[src/rtl/serial_add_ctrl.sv]
// rtl/serial_add_ctrl.sv - bit-serial adder controller sequencing one structural full adder LSB-first

module serial_add_fa (
    input  logic a,
    input  logic b,
    input  logic ci,
    output logic s,
    output logic co
);
    logic p;

    assign p  = a ^ b;
    assign s  = p ^ ci;
    assign co = (a & b) | (ci & p);
endmodule

module serial_add_ctrl #(
    parameter int WIDTH = 8
) (
    input  logic             clk,
    input  logic             rst,
    input  logic             start,
    input  logic [WIDTH-1:0] a,
    input  logic [WIDTH-1:0] b,
    input  logic             cin,
    output logic             busy,
    output logic             done,
    output logic [WIDTH-1:0] sum,
    output logic             cout,
    output logic             ovf
);
    localparam int CW = $clog2(WIDTH + 1);
    localparam logic [CW-1:0] LAST_BIT = CW'(WIDTH - 1);

    typedef enum logic [1:0] {S_IDLE, S_RUN, S_DONE} state_t;

    state_t           state_q, state_d;
    logic [WIDTH-1:0] a_sh_q, a_sh_d;
    logic [WIDTH-1:0] b_sh_q, b_sh_d;
    logic [WIDTH-1:0] ps_q, ps_d;
    logic [WIDTH-1:0] sum_q, sum_d;
    logic [CW-1:0]    cnt_q, cnt_d;
    logic             carry_q, carry_d;
    logic             busy_q, busy_d;
    logic             done_q, done_d;
    logic             cout_q, cout_d;
    logic             ovf_q, ovf_d;

    logic             fa_s, fa_co;
    logic [WIDTH-1:0] ps_shift;

    serial_add_fa u_fa (
        .a  (a_sh_q[0]),
        .b  (b_sh_q[0]),
        .ci (carry_q),
        .s  (fa_s),
        .co (fa_co)
    );

    always_comb begin
        state_d = state_q;
        a_sh_d  = a_sh_q;
        b_sh_d  = b_sh_q;
        ps_d    = ps_q;
        sum_d   = sum_q;
        cnt_d   = cnt_q;
        carry_d = carry_q;
        busy_d  = busy_q;
        done_d  = 1'b0;
        cout_d  = cout_q;
        ovf_d   = ovf_q;

        // New sum bit enters at the MSB so that after WIDTH passes bit i sits at position i.
        ps_shift            = ps_q >> 1;
        ps_shift[WIDTH-1]   = fa_s;

        case (state_q)
            S_IDLE: begin
                if (start) begin
                    a_sh_d  = a;
                    b_sh_d  = b;
                    carry_d = cin;
                    cnt_d   = '0;
                    ps_d    = '0;
                    busy_d  = 1'b1;
                    state_d = S_RUN;
                end
            end
            S_RUN: begin
                a_sh_d  = a_sh_q >> 1;
                b_sh_d  = b_sh_q >> 1;
                ps_d    = ps_shift;
                carry_d = fa_co;
                cnt_d   = cnt_q + CW'(1);
                if (cnt_q == LAST_BIT) begin
                    // carry_q still holds the carry into the MSB on this pass.
                    sum_d   = ps_shift;
                    cout_d  = fa_co;
                    ovf_d   = carry_q ^ fa_co;
                    done_d  = 1'b1;
                    state_d = S_DONE;
                end
            end
            S_DONE: begin
                busy_d  = 1'b0;
                state_d = S_IDLE;
            end
            default: begin
                busy_d  = 1'b0;
                state_d = S_IDLE;
            end
        endcase
    end

    always_ff @(posedge clk or posedge rst) begin
        if (rst) begin
            state_q <= S_IDLE;
            a_sh_q  <= '0;
            b_sh_q  <= '0;
            ps_q    <= '0;
            sum_q   <= '0;
            cnt_q   <= '0;
            carry_q <= 1'b0;
            busy_q  <= 1'b0;
            done_q  <= 1'b0;
            cout_q  <= 1'b0;
            ovf_q   <= 1'b0;
        end else begin
            state_q <= state_d;
            a_sh_q  <= a_sh_d;
            b_sh_q  <= b_sh_d;
            ps_q    <= ps_d;
            sum_q   <= sum_d;
            cnt_q   <= cnt_d;
            carry_q <= carry_d;
            busy_q  <= busy_d;
            done_q  <= done_d;
            cout_q  <= cout_d;
            ovf_q   <= ovf_d;
        end
    end

    assign busy = busy_q;
    assign done = done_q;
    assign sum  = sum_q;
    assign cout = cout_q;
    assign ovf  = ovf_q;
endmodule

[config.mk]
export PLATFORM = sky130hd
export DESIGN_NAME = serial_add_ctrl
export DESIGN_NICKNAME = d
export VERILOG_FILES = /design/src/rtl/serial_add_ctrl.sv
export SDC_FILE = /design/constraint.sdc
export NUM_CORES = 1
export LEC_CHECK = 0
export ABC_CLOCK_PERIOD_IN_PS = 1700
export CAP_MARGIN = 20
export CORE_ASPECT_RATIO = 1.1
export CORE_MARGIN = 1
export CORE_UTILIZATION = 40
export CTS_CLUSTER_DIAMETER = 120
export CTS_CLUSTER_SIZE = 28
export DETAILED_ROUTE_END_ITERATION = 8
export PLACE_DENSITY = 0.69
export SLEW_MARGIN = 20
export SYNTH_ARGS = -nofsm -noshare
export SYNTH_HDL_FRONTEND = slang
export SYNTH_SLANG_ARGS = --single-unit
[constraint.sdc]
create_clock -name clk -period 1.7 [get_ports clk]
set_input_delay 0.51 -clock clk [delete_from_list [all_inputs] [get_ports clk]]
set_output_delay 0.51 -clock clk [all_outputs]
set_load 0.02 [all_outputs]
## Word-level counts from Yosys, hierarchy flattened

Index checks and enable logic that the tools add are counted.

- Logic and storage cells: 46
- Input port bits: 20
- Bits in registers: 43

- Reductions and logical operators: 6
- Mux-type cells: 17
- Add/subtract/negate cells: 1
- Bitwise gates (word level): 7
- Eq/ne operators: 4

Operators by type and width:

| operator | number |
|---|---|
| $pmux W8 S2 | 3 |
| $mux W8 | 3 |
| $pmux W4 S2 | 1 |
| $reduce_and A2 Y1 | 4 |
| $add A4 B1 Y4 const B | 1 |
| $eq A4 B3 Y1 const B | 1 |
| $mux W1 | 4 |
| $mux W2 | 2 |
| $mux W4 | 1 |
| $ne A2 B2 Y1 const B | 2 |
| $pmux W1 S2 | 2 |
| $pmux W2 S2 | 1 |
| $xor A1 B1 Y1 | 3 |
| $and A1 B1 Y1 | 2 |
| $eq A2 B1 Y1 const B | 1 |
| $logic_not A2 Y1 | 1 |
| $reduce_bool A2 Y1 | 1 |
| $not A1 Y1 | 1 |
| $or A1 B1 Y1 | 1 |

## Depth between registers and ports, before layout

Gate-level depths: netlist (run 1).

- Depth after elaboration: 4
- Depth in mapped cells: 5
- Mapped depth without buffers: 4

## Modules after synthesis

Synthesis (run 1) repeated with hierarchy kept, for this count alone.

- Cell total of the unflattened synthesis: 166
- Area total of the unflattened synthesis: 1876.8 µm²

By module, submodules not included:

| module | cells an instance | area each (µm²) | times used | seq. area each (µm²) |
|---|---|---|---|---|
| serial_add_ctrl | 165 | 1856.8 | 1 | 1051.0 |
| serial_add_fa | 1 | 20.0 | 1 | 0.0 |

## Least setup slack after synthesis (run 1)

No wires, ideal clock.

- Path kind: register -> register
- Start point: register carry_q
- End point: register ovf_q (netlist: ovf)
- Cell stages (with the launch flop): 4
- Library setup time: 0.125 ns
- Setup slack: 0.295 ns
- Period minus slack after synthesis: 1.405 ns
- Path buffers: 0
- Data arrival time: 1.280 ns
- Path through: dfrtp_1 > fa_1 > xor2_1 > mux2_2

- Word-level cells in the longest chain between the ends: 3

RTL lines:

| element | line | text |
|---|---|---|
| start: declaration | 43 | `logic carry_q, carry_d;` |
| start signal: assignment | 135 | `carry_q <= carry_d;` |
| $and A1 B1 Y1 | 14 | `assign co = (a & b) \| (ci & p);` |
| $or A1 B1 Y1 | 14 |  |
| net fa_co | 49 | `logic fa_s, fa_co;` |
| $xor A1 B1 Y1 | 99 | `ovf_d = carry_q ^ fa_co;` |
| end signal: assignment | 139 | `ovf_q <= ovf_d;` |
| end: declaration | 47 | `logic ovf_q, ovf_d;` |

The timed path passes the listed nets, and every way through them passes these cells.
A chain may end at the register's enable or synchronous reset.

## Worst setup path after layout (run 1)

- Start point: register cnt_q[0]
- End point: register sum_q[1] (netlist: sum[1])

- Word-level cells in the longest chain between the ends: 2

RTL lines:

| element | line | text |
|---|---|---|
| start: declaration | 42 | `logic [CW-1:0] cnt_q, cnt_d;` |
| start signal: assignment | 134 | `cnt_q <= cnt_d;` |
| $eq A4 B3 Y1 | 95 | `if (cnt_q == LAST_BIT) begin` |
| $reduce_and A2 Y1 (no line) | - |  |
| end signal: assignment | 133 | `sum_q <= sum_d;` |
| end: declaration | 41 | `logic [WIDTH-1:0] sum_q, sum_d;` |

Every way passes these cells.

==> impl_metrics.ini, run 1 <==
[floorplanning]
ios = 32
start_util = 0.422
fp.dieArea_sq_um = 4900
die_h_microns = 73.3
die_w_microns = 66.8
core_sq_um = 4380
rows = 25

[run]
max_cap_violations = 0

[pwr]
ir_drop_v = 0.000775
leakagePower_nw = 1.06
power.density_nw_per_um2 = 1710
power_w = 0.00400

[placed_design]
portBuffers = 31
hpwl_microns = 2500
pre_cts_slack_ps = -46.0
placed_cell_area_sq_um = 2250
place_congestion = 0.810

[critical_path]
cpPeakStageDelay_ps = 390
crit_path_top_delay_cell = dfrtp_1
critPathArrivalTime_ps = 1730
required_ps = 1880
crit_fanout = 11
crit_type = reg2reg
endpoint_kind = flop
startpoint_type = flop
worstPathCellList = ha_1, nand2_1, nor3_4, buf_4, mux2_2

[yosys]
yosysWarnings = 0
synth_nets = 187
synth_area_per_cell_sq_um = 11.2
syn-cell-area_sq_um = 1850
ys_ff_latch = 42
synth-seq-area-share = 0.568
syn_inst = 165
ys_types = 27

[routing]
drt_iter0_markers = 54
first_pass_iters = 4
remaining_drc_errors = 0
via_per_inst = 5.36
wl_per_cell_microns = 14.6
postRouteAntennaNets = 0
wirelength_microns = 3710
vias = 1368

[cells_and_area]
fin_nets = 222
final_cell_mix = dfrtp_1, o21ai_0, clkdlybuf4s50_1
diodes = 0
drive_gt1_frac = 0.129
seqCellArea_sq_um = 1050
design_area_sq_um = 2340
postLayoutCoreUtil = 0.534
final_common_cell = dfrtp_1
area_growth_pct = 26.5
multi_input_area_sq_um = 726
nFillCells = 383

[global_route]
grt-ovfl-total = 0
grt_max_degree = 43
grt_pass1_vias = 1322
gr-usage-all-layers = 0.175
grt_pass1_wl_microns = 6160
antenna_found_initial = 0

[timing]
rsz0062_at_grt = no
period_share = 0.914
fmax_mhz = 644
finalSetupViolCount = 0
tns_ps = 0
period_minus_slack_ps = 1550
tightest_slew_ps = 407
hold_viol_final = 0
clock_skew_ps = 8.02
drv_slew = 0
worst_slack_ps = 147
relSlewSlack = 0.728

[cts]
numCtsBuffers = 5
hold_buffers = 0
clk_latency_ps = 290
cts.path.max_buffers = 2
cts_root_buf = clkbuf_8
cts.sinks = 42
htreeDepth = 2
clk_pin_slew_ps = 70
tritoncts = done

[run_status]
status = complete, no violations

[hold_path]
hold_class = reg2reg
==> critical path, delay by kind of cell, from the launching register on <==
kind                       cells  cell delay (ps)
adders and majority gates      1              220
and+or+nand+nor                2              270
DFF                            1              390
muxes                          1              350
buffers and inverters          1              210
==> state kept, by name, summed over array words and instances (netlist names) <==
register  flops
ps_q          7
ovf           1
busy          1
done          1
cnt_q         4
a_sh_q        8
cout          1
state_q       2
sum           8
b_sh_q        8
carry_q       1
==> cells by family after synthesis <==
group | synth area share
flops | 0.568
compound gates | 0.173
xor+xnor | 0.00474
fa+ha+maj | 0.0176
mux | 0.0663
buf+inv | 0.0392
simple gates | 0.131
==> layout make-up <==
| cell class | instances | share of cell area |
|---|---|---|
| Tap cell | 54 | 0.0289 |
| Sequential cell | 42 | 0.449 |
| Multi-Input combinational cell | 110 | 0.310 |
| Inverter | 2 | 0.00321 |
| Timing Repair Buffer | 39 | 0.163 |
| Clock inverter | 1 | 0.0128 |
| Clock buffer | 7 | 0.0326 |
==> power by group <==
part / switching [W] / total [W] / internal [W]
combinational: 0.000834 / 0.00157 / 0.000740
clock: 0.000321 / 0.000760 / 0.000439
sequential: 0.000265 / 0.00166 / 0.00140
==> cells in the mapped netlist <==
| library cell | n | area [sq um] |
|---|---|---|
| a21oi_1 | 7 | 35.0 |
| a22o_1 | 8 | 70.1 |
| a22oi_1 | 4 | 30.0 |
| a31oi_1 | 12 | 75.1 |
| and2_1 | 13 | 81.3 |
| and2b_1 | 1 | 7.51 |
| buf_2 | 6 | 30.0 |
| buf_6 | 2 | 22.5 |
| clkbuf_1 | 2 | 7.51 |
| clkbuf_2 | 1 | 5.00 |
| dfrtp_1 | 42 | 1050 |
| fa_1 | 1 | 20.0 |
| ha_1 | 1 | 12.5 |
| inv_1 | 2 | 7.51 |
| mux2_2 | 10 | 113 |
| mux2i_1 | 1 | 10.0 |
| nand2_1 | 17 | 63.8 |
| nand2b_4 | 1 | 13.8 |
| nand3_1 | 1 | 5.00 |
| nor2_1 | 3 | 11.3 |
| nor2b_1 | 6 | 37.5 |
| nor3_1 | 1 | 5.00 |
| nor3_4 | 1 | 16.3 |
| o21ai_0 | 19 | 95.1 |
| o21bai_1 | 1 | 7.51 |
| o31ai_1 | 1 | 7.51 |
| xor2_1 | 1 | 8.76 |
==> metal layers <==
layer / wire length, microns / GRT usage / vias up
met5: 0 / 0 / -
met3: 167 / 0.0559 / 5
met4: 54 / 0.0638 / 0
li1: - / - / 648
met2: 1790 / 0.278 / 36
met1: 1700 / 0.221 / 679
==> per-stage QoR <==
stage	hold WS (ps)	std cells
after global routing	518	255
after CTS	484	255
after detailed placement	468	247
final	485	255
after global placement	455	247
after floorplan	442	165
==> path summary, 6_finish.rpt <==
path	start	endpoint	slack, ps	depth (start not counted)
min	b_sh_q[6]	b_sh_q[6]	490	2
max	cnt_q[0]	sum[1]	150	5
min reg2reg	b_sh_q[6]	b_sh_q[6]	490	2
max in group asynchronous	rst	sum[6]	930	3
min in group asynchronous	rst	done	570	3
max reg2reg	cnt_q[0]	sum[1]	150	5
==> what timing repair did <==
item,4_1_cts,5_1_grt
resized for setup,12,0
buffers inserted,0,0
endpoints found under the setup margin,12,0
Power figures use the tool's default switching activity.
==> inputs of run 2 (changes only) <==
--- a/config.mk
+++ b/config.mk
@@ -8,12 +8,11 @@
 export ABC_CLOCK_PERIOD_IN_PS = 1700
 export CAP_MARGIN = 20
 export CORE_ASPECT_RATIO = 1.1
-export CORE_MARGIN = 1
-export CORE_UTILIZATION = 40
+export CORE_UTILIZATION = 51
 export CTS_CLUSTER_DIAMETER = 120
 export CTS_CLUSTER_SIZE = 28
 export DETAILED_ROUTE_END_ITERATION = 8
-export PLACE_DENSITY = 0.69
+export PLACE_DENSITY = 0.83
 export SLEW_MARGIN = 20
 export SYNTH_ARGS = -nofsm -noshare
 export SYNTH_HDL_FRONTEND = slang
==> run 2 against run 1 <==
  * Total power shrank 3.7%
  * Fmax decreased by 2.3%
  * Global-route usage grew 4.2 points
  * Die area is 21% lower
  * Via count increased by 2.3%
  * Non-clock buffer count up 4
  * Cell count decreased by 0.78%
  * Largest cell class unchanged
  * Highest routed layer unchanged
==> impl_metrics.ini, run 2 (synthesized netlist as in run 1, its figures left out) <==
[run_status]
status = complete, no violations

[timing]
relSlewSlack = 0.738
period_share = 0.935
hold_viol_final = 0
clock_skew_ps = 5.13
fmax_mhz = 629
drv_slew = 0
whs_ps = 487
period_minus_slack_ps = 1590
finalSetupViolCount = 0
rsz0062_at_grt = no
tightest_slew_ps = 393

[critical_path]
crit_type = reg2out
required_ps = 1190
crit_path_top_delay_cell = dfrtp_1
path_delay_family = flip-flops
critPathArrivalTime_ps = 1080
cpPeakStageDelay_ps = 400
startpoint_type = flop
worstPathCellList = dlygate4sd2_1
path_buf_inv = 1
crit_fanout = 2
endpoint_kind = primary output

[pwr]
power.density_nw_per_um2 = 1660
leakagePower_nw = 1.07
ir_drop_v = 0.000971

[cells_and_area]
final_common_cell = dfrtp_1
final_cell_mix = dfrtp_1, o21ai_0, clkdlybuf4s50_1
design_area_sq_um = 2320
seqCellArea_sq_um = 1050
postLayoutCoreUtil = 0.685
nFillCells = 268
area_growth_pct = 25.4
fin_nets = 226
drive_gt1_frac = 0.156
multi_input_area_sq_um = 726
diodes = 0

[routing]
remaining_drc_errors = 0
postRouteAntennaNets = 0
via_per_inst = 5.53
wirelength_microns = 3660
wl_per_cell_microns = 14.5
vias = 1399
drt_iter0_markers = 49
first_pass_iters = 4

[cts]
cts_root_buf = clkbuf_4
post_cts_buffers = 0
cts.path.max_buffers = 2
clk_pin_slew_ps = 120
htreeDepth = 2
hold_buffers = 0
numCtsBuffers = 5
clk_latency_ps = 350
cts.sinks = 42
tritoncts = done

[floorplanning]
die_w_microns = 59.4
core_sq_um = 3390
die_h_microns = 65.2
start_util = 0.546
rows = 22
fp.dieArea_sq_um = 3870
ios = 32

[global_route]
grt_pass1_vias = 1393
antenna_found_initial = 0
grt_pass1_wl_microns = 6140
grt-ovfl-total = 0
grt_max_degree = 43
gr-usage-all-layers = 0.216

[run]
max_cap_violations = 0

[placed_design]
portBuffers = 31
hpwl_microns = 2600
placed_cell_area_sq_um = 2260
place_congestion = 0.777

[hold_path]
hold_class = reg2reg
==> run 2: worst paths after layout <==
kind,start,to,slack [ps],cells after the start
worst max-delay path,cout,cout,110,1
worst min-delay path,b_sh_q[1],b_sh_q[1],490,2
worst max register to register,cnt_q[0],sum[4],160,5
worst min register to register,b_sh_q[1],b_sh_q[1],490,2
max in group asynchronous,rst,a_sh_q[2],990,3
min in group asynchronous,rst,sum[0],500,3
==> run 2: per-layer routing <==
metal | vias up | routed length (microns) | global-route usage | share of wire
met5 | - | 0 | 0 | 0
met4 | 0 | 9 | 0.0565 | 0.0025
met3 | 2 | 208 | 0.0571 | 0.057
met2 | 52 | 1930 | 0.389 | 0.53
met1 | 688 | 1520 | 0.249 | 0.41
li1 | 657 | - | - | -
==> run 2: where the power goes <==
group / total [W] / internal, W / switching [W] / leakage, nW
sequential: 0.00166 / 0.00139 / 0.000269 / 0.547
combinational: 0.00156 / 0.000739 / 0.000821 / 0.480
clock: 0.000627 / 0.000305 / 0.000322 / 0.0450
total: 0.00385 / 0.00244 / 0.00141 / 1.07
==> run 2: final cells by class <==
cell class,count,share of cell area
Timing Repair Buffer,43,0.172
Inverter,2,0.00324
Clock buffer,5,0.0162
Clock inverter,3,0.0173
Sequential cell,42,0.453
Multi-Input combinational cell,110,0.313
Tap cell,48,0.0259
==> run 2: per-stage QoR <==
stage	total power, W	setup WS [ps]	TNS (ps)	instances
final	0.00385	111	0	253
after global routing	0.00411	50.9	0	253
after CTS	0.00387	89.8	0	253
after detailed placement	0.00332	-59.0	-257	245
after global placement	0.00323	20.7	0	245
after floorplan	0.00275	216	0	165
==> run 2: timing repair <==
action,CTS,global route
hold endpoints to repair,0,0
endpoints found under the setup margin,12,0
resized for setup,12,0
==> inputs of run 3 (changes only) <==
--- a/config.mk
+++ b/config.mk
@@ -5,14 +5,14 @@
 export SDC_FILE = /design/constraint.sdc
 export NUM_CORES = 1
 export LEC_CHECK = 0
-export ABC_CLOCK_PERIOD_IN_PS = 1700
+export ABC_CLOCK_PERIOD_IN_PS = 1900
 export CAP_MARGIN = 20
 export CORE_ASPECT_RATIO = 1.1
-export CORE_UTILIZATION = 51
+export CORE_UTILIZATION = 56
 export CTS_CLUSTER_DIAMETER = 120
 export CTS_CLUSTER_SIZE = 28
 export DETAILED_ROUTE_END_ITERATION = 8
-export PLACE_DENSITY = 0.83
+export PLACE_DENSITY = 0.9
 export SLEW_MARGIN = 20
 export SYNTH_ARGS = -nofsm -noshare
 export SYNTH_HDL_FRONTEND = slang
==> constraint.sdc (replaced) <==
create_clock -name clk -period 1.9 [get_ports clk]
set_input_delay 0.57 -clock clk [delete_from_list [all_inputs] [get_ports clk]]
set_output_delay 0.57 -clock clk [all_outputs]
set_load 0.02 [all_outputs]
==> run 3 against run 2 <==
  * The run now ends with DRC left
  * Count of clock-buffer cells in the layout rose by 2
  * Die area fell by 8.7%
  * Hold slack improved by 8.6 ps
  * First-iteration DRC count rose by 53%
  * Largest cell class unchanged
  * Register-to-register slack improved by 160 ps
  * Largest power group unchanged
  * Critical path type unchanged
  * Routed wire length rose by 0.16%
  * Setup slack improved by 150 ps
  * Sequential share of layout area rose by 0.47 points
  * Utilization rose by 5.5 points
==> impl_metrics.ini, run 3 (synthesized netlist as in run 1, its figures left out) <==
[run_status]
status = finished with violations
failed_checks = DRC

[floorplanning]
core_sq_um = 3100
ios = 32
die_w_microns = 56.8
rows = 21
start_util = 0.596
die_h_microns = 62.3
fp.dieArea_sq_um = 3540

[pwr]
power.density_nw_per_um2 = 1470
leakagePower_nw = 1.16
power_w = 0.00337
ir_drop_v = 0.000689

[cells_and_area]
final_cell_mix = dfrtp_1, o21ai_0, clkdlybuf4s50_1
drive_gt1_frac = 0.134
multi_input_area_sq_um = 726
area_growth_pct = 24.2
final_common_cell = dfrtp_1
fin_nets = 222
diodes = 0
seqCellArea_sq_um = 1050
nFillCells = 228

[hold_path]
hold_depth = 2
hold_path_startpoint = a_sh_q[2]
hold_class = reg2reg

[global_route]
grt_max_degree = 43
gr-usage-all-layers = 0.231
antenna_found_initial = 0
grt_pass1_vias = 1337
grt_pass1_wl_microns = 6170
grt-ovfl-total = 0

[critical_path]
cpPeakStageDelay_ps = 400
critPathArrivalTime_ps = 1070
crit_fanout = 2
required_ps = 1330
path_buf_inv = 1
startpoint_type = flop
crit_cells = 1
crit_type = reg2out
endpoint_kind = primary output
crit_path_top_delay_cell = dfrtp_1
worstPathCellList = dlygate4sd2_1
r2r_cells = 5
path_delay_family = flip-flops
crit_path_start = sum[1]
reg2reg_from = state_q[0]

[cts]
tritoncts = done
clk_pin_slew_ps = 110
cts_resized = 1
post_cts_buffers = 0
cts.sinks = 42
cts_root_buf = clkbuf_4
hold_buffers = 0
cts.path.max_buffers = 2
numCtsBuffers = 5
htreeDepth = 2
clk_latency_ps = 340

[timing]
hold_viol_final = 0
rsz0062_at_grt = no
period_minus_slack_ps = 1640
finalSetupViolCount = 0
tns_ps = 0
drv_slew = 0
fmax_mhz = 611
clock_skew_ps = 8.68
relSlewSlack = 0.683
period_share = 0.861
tightest_slew_ps = 474

[routing]
postRouteAntennaNets = 0
vias = 1392
wl_per_cell_microns = 15.6
first_pass_iters = 6
via_per_inst = 5.92
wirelength_microns = 3670
remaining_drc_errors = 4
drt_iter0_markers = 75

[placed_design]
hpwl_microns = 2620
place_congestion = 0.759
portBuffers = 31

[run]
max_cap_violations = 0
## run 3: where the power goes
part	switching, W	leakage (nW)	internal, W	total, W
Combinational	0.000743	0.583	0.000693	0.00144
Clock	0.000260	0.0353	0.000180	0.000439
Sequential	0.000248	0.547	0.00125	0.00149
## run 3: worst paths after layout
check,end,slack [ps]
min in group asynchronous,done,570
worst max register to register,a_sh_q[3],320
worst min register to register,a_sh_q[2],500
max in group asynchronous,b_sh_q[1],1120
worst min-delay path,a_sh_q[2],500
worst max-delay path,sum[1],260
## run 3: final cells by class
| class | count | share of cell area |
|---|---|---|
| timing repair buffer | 39 | 0.178 |
| sequential | 42 | 0.458 |
| multi-input combinational | 110 | 0.316 |
| clock inverter | 1 | 0.00218 |
| inverter | 2 | 0.00327 |
| tap | 34 | 0.0185 |
| clock buffer | 7 | 0.0240 |
## run 3: metal layers
layer	up-vias	GRT usage	wire length, microns
met5	-	0	0
met4	0	0.104	49
met3	5	0.0417	148
met2	38	0.400	2030
met1	696	0.278	1440
li1	653	-	-
## run 3: through the flow
step | setup WS (ps) | utilization | instance area, sq um | instances | hold WS (ps)
after floorplan | 356 | - | 1850 | 165 | 442
after global placement | 49.9 | 0.713 | 2210 | 227 | 457
after detailed placement | -26.2 | 0.713 | 2210 | 227 | 474
after CTS | 0.271 | 0.732 | 2270 | 235 | 499
after global routing | 171 | 0.741 | 2300 | 235 | 520
final | 264 | 0.741 | 2300 | 235 | 496
## run 3: worst reg2reg max path, delay by kind of cell (launching register included)
kind | cells | cell delay (ps)
AO/OA/AOI/OAI | 2 | 520
AND/OR/NAND/NOR | 1 | 80
buffers and inverters | 2 | 480
flip-flops | 1 | 420
